`src/rtl/move_sequencer_if.sv`:
```
// Collision-checker bus between move_sequencer (master) and collision_checker (slave).
interface move_sequencer_if;
  logic cc_reset;
  logic cc_check;
  logic cc_load;
  logic cc_left;
  logic cc_right;
  logic cc_down;
  logic cc_out;
  logic cc_done;

  modport master (
    output cc_reset, cc_check, cc_load, cc_left, cc_right, cc_down,
    input  cc_out, cc_done
  );

  modport slave (
    input  cc_reset, cc_check, cc_load, cc_left, cc_right, cc_down,
    output cc_out, cc_done
  );
endinterface

```
`src/rtl/move_sequencer.sv`:
```
// Arbitrates spawn/gravity/down/left/right move requests onto the shared collision checker.
// Optional watchdog on the WAIT state is enabled by defining MOVE_SEQ_TIMEOUT_EN.
module move_sequencer #(
  parameter int TIMEOUT = 8
) (
  input  logic                    clk,
  input  logic                    reset,
  input  logic                    enable,
  input  logic                    req_spawn,
  input  logic                    req_gravity,
  input  logic                    req_down,
  input  logic                    req_left,
  input  logic                    req_right,
  move_sequencer_if.master        cc,
  output logic                    commit_left,
  output logic                    commit_right,
  output logic                    commit_down,
  output logic                    lock,
  output logic                    game_over,
  output logic                    busy,
  output logic                    timeout_err
);

  localparam logic [2:0] IDLE    = 3'd0;
  localparam logic [2:0] CLEAR   = 3'd1;
  localparam logic [2:0] CHECK   = 3'd2;
  localparam logic [2:0] WAIT    = 3'd3;
  localparam logic [2:0] RESOLVE = 3'd4;

  logic [2:0] state;
  // pending/reqs/avail/grant bit order: {spawn, gravity, down, left, right}
  logic [4:0] pending;
  logic [4:0] reqs;
  logic [4:0] avail;
  logic [4:0] grant;
  // kind bit order: {load, down, left, right}
  logic [3:0] kind;
  logic       collided;
  logic       game_over_q;
  logic       active;
  logic       resolving;

  assign reqs  = {req_spawn, req_gravity, req_down, req_left, req_right};
  assign avail = pending | reqs;

  // A request pulse is visible to the arbiter in the same cycle it arrives.
  always_comb begin
    grant = 5'b0;
    if (state == IDLE && enable && !game_over_q) begin
      if (avail[4])      grant[4] = 1'b1;
      else if (avail[3]) grant[3] = 1'b1;
      else if (avail[2]) grant[2] = 1'b1;
      else if (avail[1]) grant[1] = 1'b1;
      else if (avail[0]) grant[0] = 1'b1;
    end
  end

`ifdef MOVE_SEQ_TIMEOUT_EN
  localparam int CW = $clog2(TIMEOUT + 1);
  logic [CW-1:0] wait_cnt;
  logic          timeout_q;
`endif

  always_ff @(posedge clk) begin
    if (reset) begin
      state       <= IDLE;
      pending     <= 5'b0;
      kind        <= 4'b0;
      collided    <= 1'b0;
      game_over_q <= 1'b0;
`ifdef MOVE_SEQ_TIMEOUT_EN
      wait_cnt    <= '0;
      timeout_q   <= 1'b0;
`endif
    end else begin
      // A bit granted while already pending and re-requested in the same cycle stays set.
      if (game_over_q)
        pending <= 5'b0;
      else
        pending <= (pending & ~grant) | (reqs & ~(grant & ~pending));

      case (state)
        IDLE: begin
          if (|grant) begin
            state <= CLEAR;
            kind  <= {grant[4], grant[3] | grant[2], grant[1], grant[0]};
          end
        end
        CLEAR: state <= CHECK;
        CHECK: begin
          state <= WAIT;
`ifdef MOVE_SEQ_TIMEOUT_EN
          wait_cnt <= '0;
`endif
        end
        WAIT: begin
          if (cc.cc_done) begin
            state    <= RESOLVE;
            collided <= cc.cc_out;
            if (cc.cc_out && kind[3]) begin
              game_over_q <= 1'b1;
              pending     <= 5'b0;
            end
          end
`ifdef MOVE_SEQ_TIMEOUT_EN
          else if (wait_cnt == CW'(TIMEOUT - 1)) begin
            state     <= IDLE;
            timeout_q <= 1'b1;
          end else begin
            wait_cnt <= wait_cnt + 1'b1;
          end
`endif
        end
        RESOLVE: state <= IDLE;
        default: state <= IDLE;
      endcase
    end
  end

  assign active    = (state == CLEAR) || (state == CHECK) || (state == WAIT);
  assign resolving = (state == RESOLVE);

  assign cc.cc_reset = reset | (state == CLEAR);
  assign cc.cc_check = (state == CHECK);
  assign cc.cc_load  = active & kind[3];
  assign cc.cc_down  = active & kind[2];
  assign cc.cc_left  = active & kind[1];
  assign cc.cc_right = active & kind[0];

  assign commit_down  = resolving & ~collided & kind[2];
  assign commit_left  = resolving & ~collided & kind[1];
  assign commit_right = resolving & ~collided & kind[0];
  assign lock         = resolving &  collided & kind[2];
  assign game_over    = game_over_q;
  assign busy         = (state != IDLE);

`ifdef MOVE_SEQ_TIMEOUT_EN
  assign timeout_err = timeout_q;
`else
  assign timeout_err = 1'b0;
`endif

endmodule
```
`src/flat_wrapper.sv`:
```
// flat-port wrapper written by rule: the top's interface ports become plain ports
module move_sequencer_flat 
#(
  parameter int TIMEOUT = 8
)
  (clk, reset, enable, req_spawn, req_gravity, req_down, req_left, req_right, commit_left, commit_right, commit_down, lock, game_over, busy, timeout_err, cc_cc_reset, cc_cc_check, cc_cc_load, cc_cc_left, cc_cc_right, cc_cc_down, cc_cc_out, cc_cc_done);
  move_sequencer_if cc_i ();
  input  logic clk;
  input  logic reset;
  input  logic enable;
  input  logic req_spawn;
  input  logic req_gravity;
  input  logic req_down;
  input  logic req_left;
  input  logic req_right;
  output logic commit_left;
  output logic commit_right;
  output logic commit_down;
  output logic lock;
  output logic game_over;
  output logic busy;
  output logic timeout_err;
  output wire logic [$bits(cc_i.cc_reset)-1:0] cc_cc_reset;
  output wire logic [$bits(cc_i.cc_check)-1:0] cc_cc_check;
  output wire logic [$bits(cc_i.cc_load)-1:0] cc_cc_load;
  output wire logic [$bits(cc_i.cc_left)-1:0] cc_cc_left;
  output wire logic [$bits(cc_i.cc_right)-1:0] cc_cc_right;
  output wire logic [$bits(cc_i.cc_down)-1:0] cc_cc_down;
  input wire logic [$bits(cc_i.cc_out)-1:0] cc_cc_out;
  input wire logic [$bits(cc_i.cc_done)-1:0] cc_cc_done;
  assign cc_cc_reset = cc_i.cc_reset;
  assign cc_cc_check = cc_i.cc_check;
  assign cc_cc_load = cc_i.cc_load;
  assign cc_cc_left = cc_i.cc_left;
  assign cc_cc_right = cc_i.cc_right;
  assign cc_cc_down = cc_i.cc_down;
  assign cc_i.cc_out = cc_cc_out;
  assign cc_i.cc_done = cc_cc_done;
  move_sequencer #(.TIMEOUT(TIMEOUT)) u_core (.clk(clk), .reset(reset), .enable(enable), .req_spawn(req_spawn), .req_gravity(req_gravity), .req_down(req_down), .req_left(req_left), .req_right(req_right), .cc(cc_i), .commit_left(commit_left), .commit_right(commit_right), .commit_down(commit_down), .lock(lock), .game_over(game_over), .busy(busy), .timeout_err(timeout_err));
endmodule
```
`config.mk`:
```
export PLATFORM = sky130hd
export DESIGN_NAME = move_sequencer_flat
export DESIGN_NICKNAME = d
export VERILOG_FILES = /design/src/rtl/move_sequencer_if.sv /design/src/rtl/move_sequencer.sv /design/src/flat_wrapper.sv
export SDC_FILE = /design/constraint.sdc
export NUM_CORES = 1
export LEC_CHECK = 0
export CAP_MARGIN = 20
export CELL_PAD_IN_SITES_DETAIL_PLACEMENT = 2
export CELL_PAD_IN_SITES_GLOBAL_PLACEMENT = 2
export CORE_ASPECT_RATIO = 1.75
export CORE_UTILIZATION = 27
export CTS_CLUSTER_DIAMETER = 30
export DETAILED_ROUTE_END_ITERATION = 6
export GPL_ROUTABILITY_DRIVEN = 0
export PLACE_DENSITY = 0.88
export SLEW_MARGIN = 5
export SYNTH_ARGS = -nofsm -noshare
export SYNTH_HDL_FRONTEND = slang
export SYNTH_SLANG_ARGS = --single-unit
```
`constraint.sdc`:
```
create_clock -name clk -period 2.2 [get_ports clk]
set_clock_uncertainty 0.15 [all_clocks]
set_input_delay 0.44 -clock clk [delete_from_list [all_inputs] [get_ports clk]]
set_output_delay 0.44 -clock clk [all_outputs]
set_load 0.005 [all_outputs]
```
Yosys cells after proc, flatten, opt, wreduce, memory -nomap -nowiden

Cells that the tools add are included.

Add/sub/neg operators: 0
Multiply operators: 0
Divide/modulo/power cells: 0
Order comparisons: 0
Equal/unequal tests: 6
Shifts and indexed selects: 0
Mux-type cells: 17
Bitwise operators: 21
Reductions and logical operators: 13

Operator list:

| kind               | count |
|---|---|
| $mux 5             | 5 |
| $and 5x5->5        | 3 |
| $not 5->5          | 3 |
| $pmux 3 s4         | 1 |
| $and 1x1->1        | 10 |
| $or 5x5->5         | 2 |
| $mux 3             | 3 |
| $eq 3x2->1 const B | 2 |
| $mux 1             | 6 |
| $reduce_and 2->1   | 3 |
| $reduce_or 5->1    | 1 |
| $mux 4             | 1 |
| $ne 2x2->1 const B | 2 |
| $eq 3x1->1 const B | 1 |
| $eq 3x3->1 const B | 1 |
| $logic_and 1x1->1  | 3 |
| $logic_not 3->1    | 1 |
| $reduce_and 3->1   | 1 |
| $reduce_bool 3->1  | 1 |
| $logic_or 1x1->1   | 2 |
| $mux 2             | 1 |
| $or 1x1->1         | 2 |
| $logic_not 1->1    | 1 |
| $not 1->1          | 1 |

Bits in registers: 14
Latch bits: 0
Bits in writable memories: 0
Bits in read-only memories: 0
Input bits: 10
Output and inout port bits: 13
Logic and storage cells: 62
Memories kept: 0

Logic depth before layout (Yosys ltp)

Depth after elaboration: 15
Gate-level depth with buffers: 6
Mapped depth without buffers: 4

Worst setup path after synthesis

OpenSTA, ideal clock, no wires.

Kind: input-to-reg
Start point: input port req_gravity
End point: register u_core.state[0]
Setup time: 0.134 ns
Arrival: 1.241 ns
Data required time: 1.916 ns
Slack: 0.675 ns
Stages on the path: 4
Path buffers: 0
Cell sequence: nor4_2 > nand3_2 > o31ai_1 > a211oi_2

Cells in the longest elaborated chain, start to end: 7
Elaborated cells between the ends (all ways): 8
Classes of those cells: 1 x eq/ne; 4 x mux; 1 x bitwise; 2 x reduce/logical

Ends and longest elaborated chain:

| item                                    | line                 | source |
|---|---|---|
| start: declaration                      | flat_wrapper.sv:12   | `input logic req_gravity;` |
| $or 5x5->5 (*)                          | move_sequencer.sv:44 | `assign avail = pending \| reqs;` |
| $mux 3 / $mux 1 (equally long branches) | move_sequencer.sv:51 | `else if (avail[3]) grant[3] = 1'b1;` |
| $mux 4 (*)                              | move_sequencer.sv:50 | `if (avail[4]) grant[4] = 1'b1;` |
| $mux 5 (*)                              | move_sequencer.sv:49 | `if (state == IDLE && enable && !game_over_q) begin` |
| $reduce_or 5->1 (*)                     | move_sequencer.sv:84 | `if (\|grant) begin` |
| $ne 2x2->1 (no source line) (*)         | --                   |  |
| $reduce_and 2->1 (no source line) (*)   | --                   |  |
| end signal: assignment                  | move_sequencer.sv:85 | `state <= CLEAR;` |
| end signal: assignment                  | move_sequencer.sv:89 | `CLEAR: state <= CHECK;` |
| end signal: assignment                  | move_sequencer.sv:91 | `state <= WAIT;` |
| end: declaration                        | move_sequencer.sv:30 | `logic [2:0] state;` |

Every way passes the cells marked *; elsewhere a longest branch is shown, timed or not.
A chain may end at the register's enable or synchronous reset.

Worst setup path in the final report

Start point: register u_core.state[1]
End point: output port cc_cc_down

Cells in the longest elaborated chain, start to end: 4
Elaborated cells between the ends (all ways): 6
Classes of those cells: 3 x eq/ne; 1 x bitwise; 2 x reduce/logical

Ends and longest elaborated chain:

| item                                            | line                  | source |
|---|---|---|
| start signal: assignment                        | move_sequencer.sv:66  | `state <= IDLE;` |
| start signal: assignment                        | move_sequencer.sv:85  |  |
| start signal: assignment                        | move_sequencer.sv:89  |  |
| $eq 3x1->1 / $eq 3x2->1 (equally long branches) | move_sequencer.sv:120 | `assign active = (state == CLEAR) \|\| (state == CHECK) \|\| (state == WAIT);` |
| $logic_or 1x1->1                                | move_sequencer.sv:120 |  |
| $logic_or 1x1->1 (*)                            | move_sequencer.sv:120 |  |
| $and 1x1->1 (*)                                 | move_sequencer.sv:126 | `assign cc.cc_down = active & kind[2];` |
| end: declaration                                | flat_wrapper.sv:28    | `output wire logic [$bits(cc_i.cc_down)-1:0] cc_cc_down;` |

Marks and branches as above.

==> summary.md <==
| Metric | Value |
|---|---|
| Run status | completed |
| Vias in the first global route | 817 |
| Primary FF master, synth | dfxtp_1 |
| Die area | 3010 um2 |
| Hold Crit Class | flop to flop |
| Sequential element share of the synthesized area | 37.2% |
| DR WL/cell | 16.6 um |
| Net Count, Synth | 100 |
| Initial antenna violation count | 0 |
| Final Critical Period | 2140 ps |
| Critical path destination | cc_cc_down |
| Final Hold Vio Count | 0 |
| Die W | 41.9 um |
| Skew-Pair Late Insertion Delay | 240 ps |
| Post-synth top area cell | dfxtp_1 |
| Core ar. | 2660 um2 |
| Nets | 130 |
| Top-area cell type share of the netlist area | 37.2% |
| Root Driver | clkbuf_8 |
| CP Data Arrival Time | 1550 ps |
| Worst reg-to-reg setup slack | 410 ps |
| CTS Buf Count | 3 |
| Buffers on Ports | 21 |
| Synth Cell Area | 753 um2 |
| R2R Path End | u_core.kind[3] |
| Drt first-iter violations | 13 |
| Final wirelength | 2420 um |
| Pwr Density | 643 nW/um2 |
| Row Count | 25 |
| Critical-path maximum fanout | 4 |
| Fraction of layout cells with a size suffix above 1 | 20.2% |
| CTS tree | built |
| Vias per Instance | 5.25 |
| Net Switching | 0.000191 W |
| FMAX | 467 MHz |
| Drt drc | 0 |
| Detailed-placement wirelength estimate | 1870 um |
| RR Startpoint | u_core.state[2] |
| Leakage | 0.448 nW |
| Syn. warnings | 0 |
| Worst setup SP type | flop |
| Post-synth ARST share | 0% |
| R2R depth | 5 |
| Clk buf depth | 2 |
| Placement Cell Area | 1010 um2 |
| CP required | 1610 ps |
| Final instance area | 1090 um2 |
| Final Cycle Share | 97.3% |
| Congestion Overflow GR | 0 |
| Sw Ratio | 27.2% |
| Vias | 766 |
| CTS Sinks | 14 |
| Area Overhead vs Synth | 45.3% |
| Setup crit end kind | output pin |
| Setup violators final | 0 |
| WHS | 333 ps |
| Max-cap viol count | 0 |
| #FFs+latches synth | 14 |
| Syn_area_per_cell | 8.37 um2 |
| Seq pwr share | 41.1% |
| GR Util All Layers | 17.1% |
| First-pass GRT wire length | 3870 um |
| Post-synth EDFFs | 0 |
| Layout fillers | 305 |
| Critical path origin | u_core.state[1] |
| Pin count of the biggest net entering global routing | 13 |
| Pint | 0.000512 W |
| First-pass iteration count of the detailed router | 2 |
| Setup TNS | 0 ps |
| ANT cells | 0 |
| Maximum vdd drop | 0.259 mV |
| Post-route ant nets | 0 |
| Worst setup path class | flop to output pin |
| Top cells by area, synth | dfxtp_1 (37%), nor2_1 (8.5%), and2_1 (5.0%), nand2_1 (4.5%), o31ai_1 (3.0%) |
| Overall Power | 0.000703 W |
| Ports | 23 |
| Mapped Cells | 90 |
| Distinct cells, synth | 33 |
| H-Tree Level Count | 1 |
| Slew Viols, Final | 0 |
| Clk pwr share | 35.8% |
| Combinational share of power | 23.1% |
| Initial Util | 28.3% |
| Die extent in y | 71.9 um |
| Clock-pin slew on the worst setup and hold paths | 60 ps |
[cells in the mapped netlist (2+ instances only)]
cell type  count
buf_4          2
a22o_1         2
a21oi_1        4
and2_1         6
nand3_1        3
nor3_1         3
nor2b_1        2
nor2_1        17
inv_1          2
dfxtp_1       14
o21ai_0        3
nand2_1        9
o31ai_1        3
[how the worst min path moves through the flow]
stage                                  from                end  cells after the start
after floorplan           u_core.pending[1]  u_core.pending[1]                      2
after global placement    u_core.pending[1]  u_core.pending[1]                      2
after detailed placement  u_core.pending[1]  u_core.pending[1]                      2
after CTS                 u_core.pending[1]  u_core.pending[1]                      2
after global routing      u_core.pending[1]  u_core.pending[1]                      2
final                     u_core.pending[1]  u_core.pending[1]                      2
[cell families after synthesis]
kind of cell,after synthesis,share of synthesized area (%)
AO/OA/AOI/OAI,19,20.4
adder cells (fa/ha/maj),1,1.49
buffers and inverters,6,4.98
flip-flops,14,37.2
multiplexers,1,1.33
other,1,0.498
AND/OR/NAND/NOR,48,34.1
[repair_timing]
item                                    in CTS  in global routing
gates resized for setup                      1                  4
endpoints found under the setup margin       2                  2
hold buffers                                 0                  0
pin swaps                                    0                  1
setup buffers                                0                  2
[registers in the layout, summed over array words and instances, names as in the netlist]
name	count
u_core.collided	1
u_core.kind	4
u_core.pending	5
u_core.state	3
u_core.game_over	1
[area by class of cell]
class / count / area, um2 / share of cell area, %
flip-flops and latches: 14 / 280 / 25.6
repair buffers: 29 / 275 / 25.1
clock buffers: 4 / 55.1 / 5.03
multi-input cells: 70 / 443 / 40.5
inverters: 2 / 7.51 / 0.686
well taps: 27 / 33.8 / 3.09
[layer usage]
metal | vias to the layer above | global-route usage (%) | part of all wire, %
li1 | 373 | - | -
met3 | 2 | 2.27 | 1.8
met1 | 376 | 17.9 | 38
met5 | - | 0 | 0
met4 | 0 | 7.53 | 1.1
met2 | 15 | 32.8 | 59
[cells in the final DEF (no fill, tap or decap), types with 2 or more instances in the layout]
cell type / netlist / final
a21oi_1: 4 / 4
a22o_1: 2 / 2
and2_1: 6 / 6
buf_4: 2 / 8
clkbuf_8: 0 / 4
clkdlybuf4s50_1: 0 / 19
dfxtp_1: 14 / 14
dlymetal6s2s_1: 0 / 2
inv_1: 2 / 2
nand2_1: 9 / 8
nand3_1: 3 / 3
nor2_1: 17 / 15
nor2_2: 0 / 2
nor2b_1: 2 / 2
nor3_1: 3 / 3
o21ai_0: 3 / 3
o31ai_1: 3 / 3
[per-stage QoR]
stage,std cells,util (%),setup slack [ps]
floorplan,90,-,675
global placement,140,38.1,85.9
detailed placement,140,38.1,25.8
CTS,144,40.2,2.37
global route,146,41.2,-2.97
finish,146,41.2,60.3
[worst max-delay path, cell delays in order, from the launching register on]
cell	delay, ps
dfxtp_1	360
nor2_2	70
nor2_1	210
and2_1	170
clkdlybuf4s50_1	510
[power groups by stage]
stage,combinational [W],sequential (W),clock (W)
6_report,0.000163,0.000289,0.000252
5_1_grt,0.000177,0.000291,0.000268
4_1_cts,0.000160,0.000289,0.000261
3_5_place_dp,0.000156,0.000294,0
3_3_place_gp,0.000148,0.000291,0
2_1_floorplan,0.0000827,0.000294,0
Power figures use the tool's default switching activity.
